### config.mk
export PLATFORM = sky130hd
export DESIGN_NAME = mands_stats
export DESIGN_NICKNAME = d
export VERILOG_FILES = /design/src/rtl/mands_stats.sv
export SDC_FILE = /design/constraint.sdc
export NUM_CORES = 1
export LEC_CHECK = 0
export BUFFER_PORTS_ARGS = -buffer_cell sky130_fd_sc_hd__buf_4
export CORE_MARGIN = 8
export CORE_UTILIZATION = 60
export DETAILED_ROUTE_END_ITERATION = 16
export PLACE_DENSITY = 0.9
export SYNTH_ARGS = -nofsm -noshare
export SYNTH_HDL_FRONTEND = slang
export SYNTH_SLANG_ARGS = --single-unit
### constraint.sdc
create_clock -name clk -period 5.7 [get_ports clk]
set_input_delay 1.14 -clock clk [delete_from_list [all_inputs] [get_ports clk]]
set_output_delay 1.14 -clock clk [all_outputs]
set_load 0.05 [all_outputs]
### src/rtl/mands_stats.sv
// mands_stats: framed streaming Max/Min/Sum/Count unit.
// Frames open with start, close with valid & last.
// Signed or unsigned operation is chosen by SIGNED.
// Sum overflow saturates or wraps, chosen by SATURATE.
module mands_stats #(
  parameter int DATA_W   = 8,
  parameter int SUM_W    = 12,
  parameter int CNT_W    = 8,
  parameter int SIGNED   = 1,
  parameter int SATURATE = 1
) (
  input  logic              clk,
  input  logic              resetb,
  input  logic              start,
  input  logic              valid,
  input  logic              last,
  input  logic [DATA_W-1:0] data,
  output logic [DATA_W-1:0] Max,
  output logic [DATA_W-1:0] Min,
  output logic [SUM_W-1:0]  Sum,
  output logic [CNT_W-1:0]  Cnt,
  output logic              busy,
  output logic              done,
  output logic              ovf
);

  typedef enum logic [1:0] {IDLE, ACC, DONE} state_t;

  state_t              state_q, state_d;
  logic [DATA_W-1:0]   max_q, max_d, min_q, min_d;
  logic [SUM_W-1:0]    sum_q, sum_d;
  logic [CNT_W-1:0]    cnt_q, cnt_d;
  logic                ovf_q, ovf_d;
  logic [SUM_W:0]      data_ext;
  logic [SUM_W:0]      sum_wide;
  logic                sum_over;

  // Sign- or zero-extend a sample to one bit wider than the sum.
  function automatic logic [SUM_W:0] ext_data(input logic [DATA_W-1:0] d);
    if (SIGNED != 0) return {{(SUM_W+1-DATA_W){d[DATA_W-1]}}, d};
    else             return {{(SUM_W+1-DATA_W){1'b0}}, d};
  endfunction

  // Extend the running sum by one guard bit in the selected mode.
  function automatic logic [SUM_W:0] ext_sum(input logic [SUM_W-1:0] s);
    if (SIGNED != 0) return {s[SUM_W-1], s};
    else             return {1'b0, s};
  endfunction

  // Mode-aware strict greater-than on samples.
  function automatic logic gt(input logic [DATA_W-1:0] a, input logic [DATA_W-1:0] b);
    if (SIGNED != 0) return $signed(a) > $signed(b);
    else             return a > b;
  endfunction

  // Clamp value for an overflowing sum; neg selects the lower rail.
  function automatic logic [SUM_W-1:0] sat_sum(input logic neg);
    if (SIGNED != 0) return neg ? {1'b1, {(SUM_W-1){1'b0}}} : {1'b0, {(SUM_W-1){1'b1}}};
    else             return {SUM_W{1'b1}};
  endfunction

  // Guard-bit addition; overflow when the guard bit disagrees with the result range.
  always_comb begin
    data_ext = ext_data(data);
    sum_wide = ext_sum(sum_q) + data_ext;
    if (SIGNED != 0) sum_over = sum_wide[SUM_W] ^ sum_wide[SUM_W-1];
    else             sum_over = sum_wide[SUM_W];
  end

  // Next-state and statistics update; start always clears and (re)opens a frame.
  always_comb begin
    state_d = state_q;
    max_d   = max_q;
    min_d   = min_q;
    sum_d   = sum_q;
    cnt_d   = cnt_q;
    ovf_d   = ovf_q;
    if (start) begin
      state_d = ACC;
      max_d   = '0;
      min_d   = '0;
      sum_d   = '0;
      cnt_d   = '0;
      ovf_d   = 1'b0;
    end else begin
      case (state_q)
        IDLE: state_d = IDLE;
        ACC: begin
          if (valid) begin
            if (cnt_q == '0) begin
              max_d = data;
              min_d = data;
              sum_d = data_ext[SUM_W-1:0];
            end else begin
              if (gt(data, max_q)) max_d = data;
              if (gt(min_q, data)) min_d = data;
              if (sum_over) begin
                ovf_d = 1'b1;
                sum_d = (SATURATE != 0) ? sat_sum(sum_wide[SUM_W]) : sum_wide[SUM_W-1:0];
              end else begin
                sum_d = sum_wide[SUM_W-1:0];
              end
            end
            if (&cnt_q) ovf_d = 1'b1;
            else        cnt_d = cnt_q + CNT_W'(1);
            if (last) state_d = DONE;
          end
        end
        DONE:    state_d = IDLE;
        default: state_d = IDLE;
      endcase
    end
  end

  // State and statistics registers with asynchronous clear.
  always_ff @(posedge clk or posedge resetb) begin
    if (resetb) begin
      state_q <= IDLE;
      max_q   <= '0;
      min_q   <= '0;
      sum_q   <= '0;
      cnt_q   <= '0;
      ovf_q   <= 1'b0;
    end else begin
      state_q <= state_d;
      max_q   <= max_d;
      min_q   <= min_d;
      sum_q   <= sum_d;
      cnt_q   <= cnt_d;
      ovf_q   <= ovf_d;
    end
  end

  assign Max  = max_q;
  assign Min  = min_q;
  assign Sum  = sum_q;
  assign Cnt  = cnt_q;
  assign ovf  = ovf_q;
  assign busy = (state_q == ACC);
  assign done = (state_q == DONE);

endmodule

* Word level (Yosys, flattened, before mapping)
Cells that the tools add are included.
W data, S select, Z words.
** Word-level totals
- Flip-flop bits (word level) :: 39
- Input port bits :: 13
- Output and inout bits :: 39
- Logic and storage cells :: 68
** Cells by class
- Add/sub/neg operators :: 2
- $lt $le $gt $ge :: 2
- Equality and inequality tests :: 6
- Muxes and demuxes :: 38
- Bitwise gates (word level) :: 1
- Reduce and logical (&&, ||, !) cells :: 13
** Operator list (count)
- $mux W8 :: 14
- $mux W12 :: 6
- $gt A8 B8 Y1 :: 2
- $mux W1 :: 14
- $add A12 B8 Y13 :: 1
- $reduce_and A3 Y1 :: 3
- $reduce_bool A3 Y1 :: 3
- $add A8 B1 Y8 const B :: 1
- $logic_not A8 Y1 :: 1
- $mux W2 :: 4
- $reduce_and A8 Y1 :: 1
- $ne A3 B3 Y1 const B :: 2
- $reduce_and A2 Y1 :: 2
- $reduce_and A4 Y1 :: 1
- $reduce_bool A2 Y1 :: 2
- $ne A3 B2 Y1 const B :: 1
- $eq A2 B1 Y1 const B :: 1
- $eq A2 B2 Y1 const B :: 1
- $ne A2 B2 Y1 const B :: 1
- $xor A1 B1 Y1 :: 1

* Longest topological paths before layout
Gate-level depths: netlist of run 1.
- Depth in word-level cells :: 10
- Gate-level depth with buffers :: 10
- Gate-level depth less buffers :: 9

* Worst setup path before layout of run 1
Ideal clock, no wire load.
- Path type :: input port to flip-flop
- Start :: input data[0]
- End :: register sum_q[6] (netlist: Sum[6])
- Data arrival time :: 2969 ps
- Required time :: 5580 ps
- Path slack :: 2611 ps
- Stages :: 9
- Cells stage by stage :: ha_1 > fa_1 > a21oi_1 > o32ai_2 > o211ai_2 > a21o_1 > nand2_4 > and3_4 > a31o_1
** Between the ends
- Word-level cells in the longest chain between the ends :: 7
- Elaborated cells between the ends (all ways) :: 8
- Those cells by class :: add/sub: 1; mux: 6; bitwise: 1
** Ends and longest elaborated chain
- from (decl) :: RTL line 17 : input logic [DATA_W-1:0] data,
- $add A12 B8 Y13 (*) :: RTL line 65 : sum_wide = ext_sum(sum_q) + data_ext;
- $mux W12 or $xor A1 B1 Y1 (tied branches) :: RTL line 58, 66
- $mux W12 (*) :: RTL line 97 : if (sum_over) begin
- $mux W12 (*) :: RTL line 90 : if (cnt_q == '0) begin
- $mux W12 (*) :: RTL line 89 : if (valid) begin
- $mux W12 (*) :: RTL line 86 : case (state_q)
- $mux W12 (*) :: RTL line 78 : if (start) begin
- to (signal assigned) :: RTL line 128 : sum_q <= sum_d;
- to (decl) :: RTL line 31 : logic [SUM_W-1:0] sum_q, sum_d;
Mark *: on every way between the ends. The rest lies on a longest branch, timed or not. The select of a mux whose other input is x is not followed.
A chain may end at the register's enable or synchronous reset.

* Worst setup path in the final report of run 1
Ends and elaborated chain as after synthesis.

==> flow_summary_export.csv, run 1 <==
group,metric,value,unit
run_status,status,"finished, final reports clean",
flow_run,maxCapViolCount,0,
synthesis,synth_area,0.00323,sq mm
drt,avgRoutedWirePerCell,17.3,um
power,leakage,1.69,nW
layout,areaGrowthSynthToFinish,16.5,%
worst_setup_path,arrival,3.33,ns
clocking,worstSkewPairLatency,0.30,ns
clocking,cts_root_buf,"clkbuf_8",
clocking,clock_path_buffers,2,
sta,drv_slew,0,
synthesis,yosysUniqueCellTypes,55,
synthesis,synth_seq_area_share,30.2,%
power,p_per_area,300,mW/mm^2
power,netSwitchingPower,0.514,mW
sta,rsz0062_at_grt,"false",
clocking,postCtsHoldBufs,0,
synthesis,ys_ff_latch,39,
layout,layout_common_cells,"buf_4 (54), dfrtp_1 (39), nor2_1 (37), nand2_1 (32), ha_1 (30)",
floorplan,die_w,89.4,um
worst_setup_path,path_cells,"buf_4 > ha_1 > fa_1 > a21oi_1 > o32ai_2 > o211ai_2 > a21o_1 > nand2_4 > and3_4 > a31o_1",
synthesis,syn-num-nets,423,
power,cell_internal_pwr,0.615,mW
layout,final_cell_count_no_fill,496,
placed_design,dp_hpwl,6.30,mm
synthesis,syn_inst,379,
layout,final_common_cell,"buf_4",
worst_setup_path,cp.required,5.89,ns
worst_setup_path,critPathMaxFanout,5,
power,peakVddDrop,0.000195,V
floorplan,core_area,0.00514,sq mm
synthesis,synth_warnings,0,
drt,final_antenna_net_count,0,
synthesis,ys.flop_type,"dfrtp_1",
worst_setup_path,crit_family,"compound AO/OA/AOI/OAI gates",
sta,slew_headroom,35.6,%
sta,tightestPinTransition,0.963,ns
sta,clock_skew,0.0115,ns
global_routing,grt_pass1_wl,14.4,mm
worst_setup_path,endpoint_kind,"register",
drt,viasPerCell,6.24,
power,power_frac_seq,30.1,%
floorplan,dieArea,0.00799,sq mm
sta,setup_viol,0,
sta,final_hold_viol_count,0,
drt,drc,0,
sta,fin_crit,3.14,ns
sta,period_share,55.0,%
power,p_comb_share,51.4,%
global_routing,grtUsageTotal,22.7,%
synthesis,synth_area_per_cell,8.52,sq um
layout,n_antenna_cell,0,
drt,firstDrtPassIters,5,
layout,drive_above_1_share,19.5,%
synthesis,async_flop_share,100,%
floorplan,start_util,62.9,%
clocking,cts.reportedPaths.clkPinSlew,0.08,ns
sta,timing.hold.ws,0.605,ns
clocking,cts_made_buffers,5,
floorplan,io_pins,52,
power,clkPwrFrac,18.5,%
clocking,cts.sinks,39,
placed_design,place_congestion,0.882,
layout,nets,469,
global_routing,grt_overflow,0,
clocking,cts.htree.levels,2,
floorplan,die_h,89.4,um
placed_design,port_buffers,51,
floorplan,rows,26,
global_routing,grt_pass1_vias,3035,
worst_setup_path,path_class,"primary input to register",
sta,fmax,319,MHz
placed_design,place_inst,488,
drt,routed_wl,8.56,mm
worst_setup_path,worst_setup_path_start_kind,"primary input",
drt,vias,3096,
worst_setup_path,cp_num_buf_inv,1,
power,p_sw_share,45.5,%
drt,drtIter0Drc,231,
clocking,postCtsSetupRepairBufs,0,
clocking,cts_resized,0,
worst_setup_path,critPathMaxStageDelay,0.42,ns
clocking,cts_tree,"built",
global_routing,antenna_found_initial,0,
sta,tns,0,ns
layout,fillCellCount,406,
hold_path,min_path_type,"register to register",
synthesis,synth_edf_count,0,
global_routing,grt_max_degree,47,
worst_setup_path,crit_path_top_delay_cell,"fa_1",
==> power groups by stage <==
stage | clock, mW | combinational (mW) | sequential (mW)
6_report | 0.209 | 0.581 | 0.340
5_1_grt | 0.224 | 0.629 | 0.343
4_1_cts | 0.213 | 0.576 | 0.339
3_5_place_dp | 0 | 0.572 | 0.344
3_3_place_gp | 0 | 0.558 | 0.342
2_1_floorplan | 0 | 0.317 | 0.451
==> sequential cells by signal, summed over array words and instances (netlist names) <==
name,flops
Cnt,8
Max,8
ovf,1
Min,8
Sum,12
state_q,2
==> worst paths after layout <==
path,start,cells past startpoint,slack [ns],to
max,data[0],10,2.56,Sum[6]
min,Cnt[1],2,0.61,Cnt[1]
max reg2reg,Cnt[0],7,3.10,Sum[10]
min reg2reg,Cnt[1],2,0.61,Cnt[1]
max in group asynchronous,resetb,3,4.39,state_q[1]
min in group asynchronous,resetb,3,0.95,Min[5]
==> logic make-up after synthesis <==
logic type | share of synthesized area [%]
buffers and inverters | 4.61
adders and majority gates | 12.5
xor gates and xnor gates | 4.65
muxes | 0.310
AOI/OAI and AO/OA | 27.3
and+or+nand+nor | 20.4
DFF | 30.2
==> Yosys cell counts, types with 4 or more instances <==
cell,instances,area [sq um]
a211oi_1,5,37.5
a21o_1,6,45.0
a21oi_1,23,115
a22oi_1,16,120
clkbuf_1,13,48.8
dfrtp_1,39,976
ha_1,30,375
inv_1,24,90.1
nand2_1,32,120
nand3_1,4,20.0
nand4_1,5,31.3
nor2_1,37,139
nor2b_1,13,81.3
nor3_1,14,70.1
o211ai_1,21,158
o21a_1,4,30.0
o21ai_0,23,115
o22ai_1,5,31.3
xnor2_1,5,43.8
xor2_1,9,78.8
==> cell type report <==
class / count / area, sq um / share of cell area, %
repair buffers: 54 / 405 / 10.8
inverters: 24 / 90.1 / 2.39
well taps: 70 / 87.6 / 2.33
multi-input cells: 301 / 2110 / 55.9
clock buffers: 8 / 100 / 2.66
flip-flops and latches: 39 / 976 / 25.9
==> layer usage <==
metal  wire [um]  up-vias  global-route usage, %
li1            -     1479                      -
met2        4000      136                   36.2
met5           0        -                      0
met1        3790     1465                   29.6
met4         136        0                   7.10
met3         635       16                   5.15
==> per-stage QoR <==
stage	util, %	setup slack (ns)	instance area, sq um	total power, mW
floorplan	-	2.61	3230	0.768
global placement	71.3	2.37	3660	0.900
detailed placement	71.3	2.28	3660	0.916
CTS	73.2	2.59	3760	1.13
global route	73.2	2.42	3760	1.20
finish	73.2	2.56	3760	1.13
==> worst min-delay path, stage by stage, from the launching register on <==
cell and delay (ns):
dfrtp_1 0.41, mux2i_1 0.09, nor2_1 0.08
(Power assumes the default switching activity.)
==> inputs of run 2 (changes only) <==
--- a/config.mk
+++ b/config.mk
@@ -7,9 +7,9 @@
 export LEC_CHECK = 0
 export BUFFER_PORTS_ARGS = -buffer_cell sky130_fd_sc_hd__buf_4
 export CORE_MARGIN = 8
-export CORE_UTILIZATION = 60
+export CORE_UTILIZATION = 52
 export DETAILED_ROUTE_END_ITERATION = 16
-export PLACE_DENSITY = 0.9
+export PLACE_DENSITY = 0.83
 export SYNTH_ARGS = -nofsm -noshare
 export SYNTH_HDL_FRONTEND = slang
 export SYNTH_SLANG_ARGS = --single-unit
==> constraint.sdc (replaced) <==
create_clock -name clk -period 2.5 [get_ports clk]
set_input_delay 0.5 -clock clk [delete_from_list [all_inputs] [get_ports clk]]
set_output_delay 0.5 -clock clk [all_outputs]
set_load 0.05 [all_outputs]
==> flow_summary_export.csv, run 2 (same netlist as run 1, synthesis figures left out) <==
group,metric,value,unit
sta,drv_slew,0,
placed_design,dpl_cell_area,0.00393,sq mm
worst_setup_path,critPathMaxFanout,5,
global_routing,antenna_found_initial,0,
worst_setup_path,endpoint_kind,"register",
layout,nets,503,
clocking,cts_tree,"built",
placed_design,place_inst,525,
layout,drive_above_1_share,26.3,%
drt,final_antenna_net_count,0,
layout,final_cell_count_no_fill,535,
sta,clock_skew,0.00981,ns
sta,tns,0,ns
layout,largest_register_ffs,12,
power,p_per_area,670,mW/mm^2
drt,vias,3224,
sta,fin_crit,2.44,ns
sta,slew_headroom,63.4,%
clocking,cts.reportedPaths.clkPinSlew,0.08,ns
placed_design,dp_hpwl,6.71,mm
sta,final_hold_viol_count,0,
drt,drtIter0Drc,251,
global_routing,grt_overflow,0,
layout,layout_common_cells,"buf_4 (87), dfrtp_1 (37), nor2_1 (37), nand2_1 (32), ha_1 (30)",
global_routing,grtUsageTotal,20.3,%
drt,viasPerCell,6.03,
floorplan,dieArea,0.00899,sq mm
floorplan,core_area,0.00596,sq mm
placed_design,dp_slack,-0.195,ns
drt,drc,0,
floorplan,die_w,94.8,um
placed_design,place_congestion,0.856,
clocking,worstSkewPairLatency,0.30,ns
global_routing,grt_pass1_wl,14.8,mm
clocking,clock_path_buffers,2,
sta,setup_viol,0,
power,total_power,2.72,mW
floorplan,rows,28,
floorplan,die_h,94.8,um
power,peakVddDrop,0.000488,V
clocking,postCtsHoldBufs,0,
layout,areaGrowthSynthToFinish,25.9,%
floorplan,io_pins,52,
drt,firstDrtPassIters,5,
sta,period_share,97.8,%
clocking,cts_root_buf,"clkbuf_8",
layout,final_core_util,68.3,%
flow_run,maxCapViolCount,0,
worst_setup_path,arrival,2.64,ns
clocking,cts.sinks,39,
sta,fmax,409,MHz
hold_path,min_path_type,"primary input to asynchronous set/reset pin",
drt,avgRoutedWirePerCell,16.7,um
sta,layout_setup_ws,0.0560,ns
floorplan,start_util,54.2,%
global_routing,grt_pass1_vias,3149,
layout,n_antenna_cell,0,
placed_design,port_buffers,51,
drt,routed_wl,8.91,mm
worst_setup_path,path_class,"register to register",
worst_setup_path,cp.required,2.69,ns
sta,tightestPinTransition,0.544,ns
layout,final_common_cell,"buf_4",
global_routing,grt_max_degree,47,
layout,fin_area,0.00407,sq mm
clocking,cts_made_buffers,5,
worst_setup_path,worstRegToRegCells,9,
worst_setup_path,worst_setup_path_start_kind,"register",
run_status,status,"finished, final reports clean",
sta,timing.hold.ws,0.251,ns
power,leakage,1.86,nW
clocking,cts.htree.levels,2,
## run 2: what timing repair did
| item | in CTS | in global routing |
|---|---|---|
| hold endpoints to repair | 0 | 0 |
| resized for setup | 0 | 5 |
| endpoints found under the setup margin | 0 | 12 |
| buffers inserted | 0 | 2 |
## run 2: worst max-delay path: stages, from the launching register on
cell      delay (ns)
dfrtp_2         0.43
ha_1            0.22
fa_2            0.38
a21oi_4         0.20
o32ai_4         0.13
o211ai_2        0.24
a21o_1          0.25
nand2_4         0.09
and3_4          0.20
a31o_1          0.20
## run 2: worst paths after layout
check / startpoint / to / slack (ns)
worst max register to register: Sum[0] / Sum[6] / 0.06
min in group clk: last / state_q[1] / 0.42
worst min register to register: Cnt[1] / Cnt[1] / 0.60
worst min-delay path: resetb / Min[4] / 0.25
max in group asynchronous: resetb / Sum[1] / 2.05
worst max-delay path: Sum[0] / Sum[6] / 0.06
## run 2: cell type report
cell class              instances  area (sq um)
fillers                       480          1890
repair buffers                 88           673
inverters                      24          90.1
flip-flops and latches         39           978
multi-input cells             301          2130
well taps                      75          93.8
clock buffers                   8           100
## run 2: power breakdown
| group | leakage (nW) | switching (mW) | internal, mW |
|---|---|---|---|
| sequential | 0.516 | 0.0685 | 0.707 |
| clock | 0.0515 | 0.231 | 0.252 |
| combinational | 1.29 | 0.912 | 0.552 |
| total | 1.86 | 1.21 | 1.51 |
## run 2: metal layers
metal	GRT usage [%]	vias up	share of wire, %
met3	3.97	20	6.7
met5	0	-	0
met1	25.5	1533	43
met2	34.4	121	48
li1	-	1550	-
met4	5.98	0	1.8
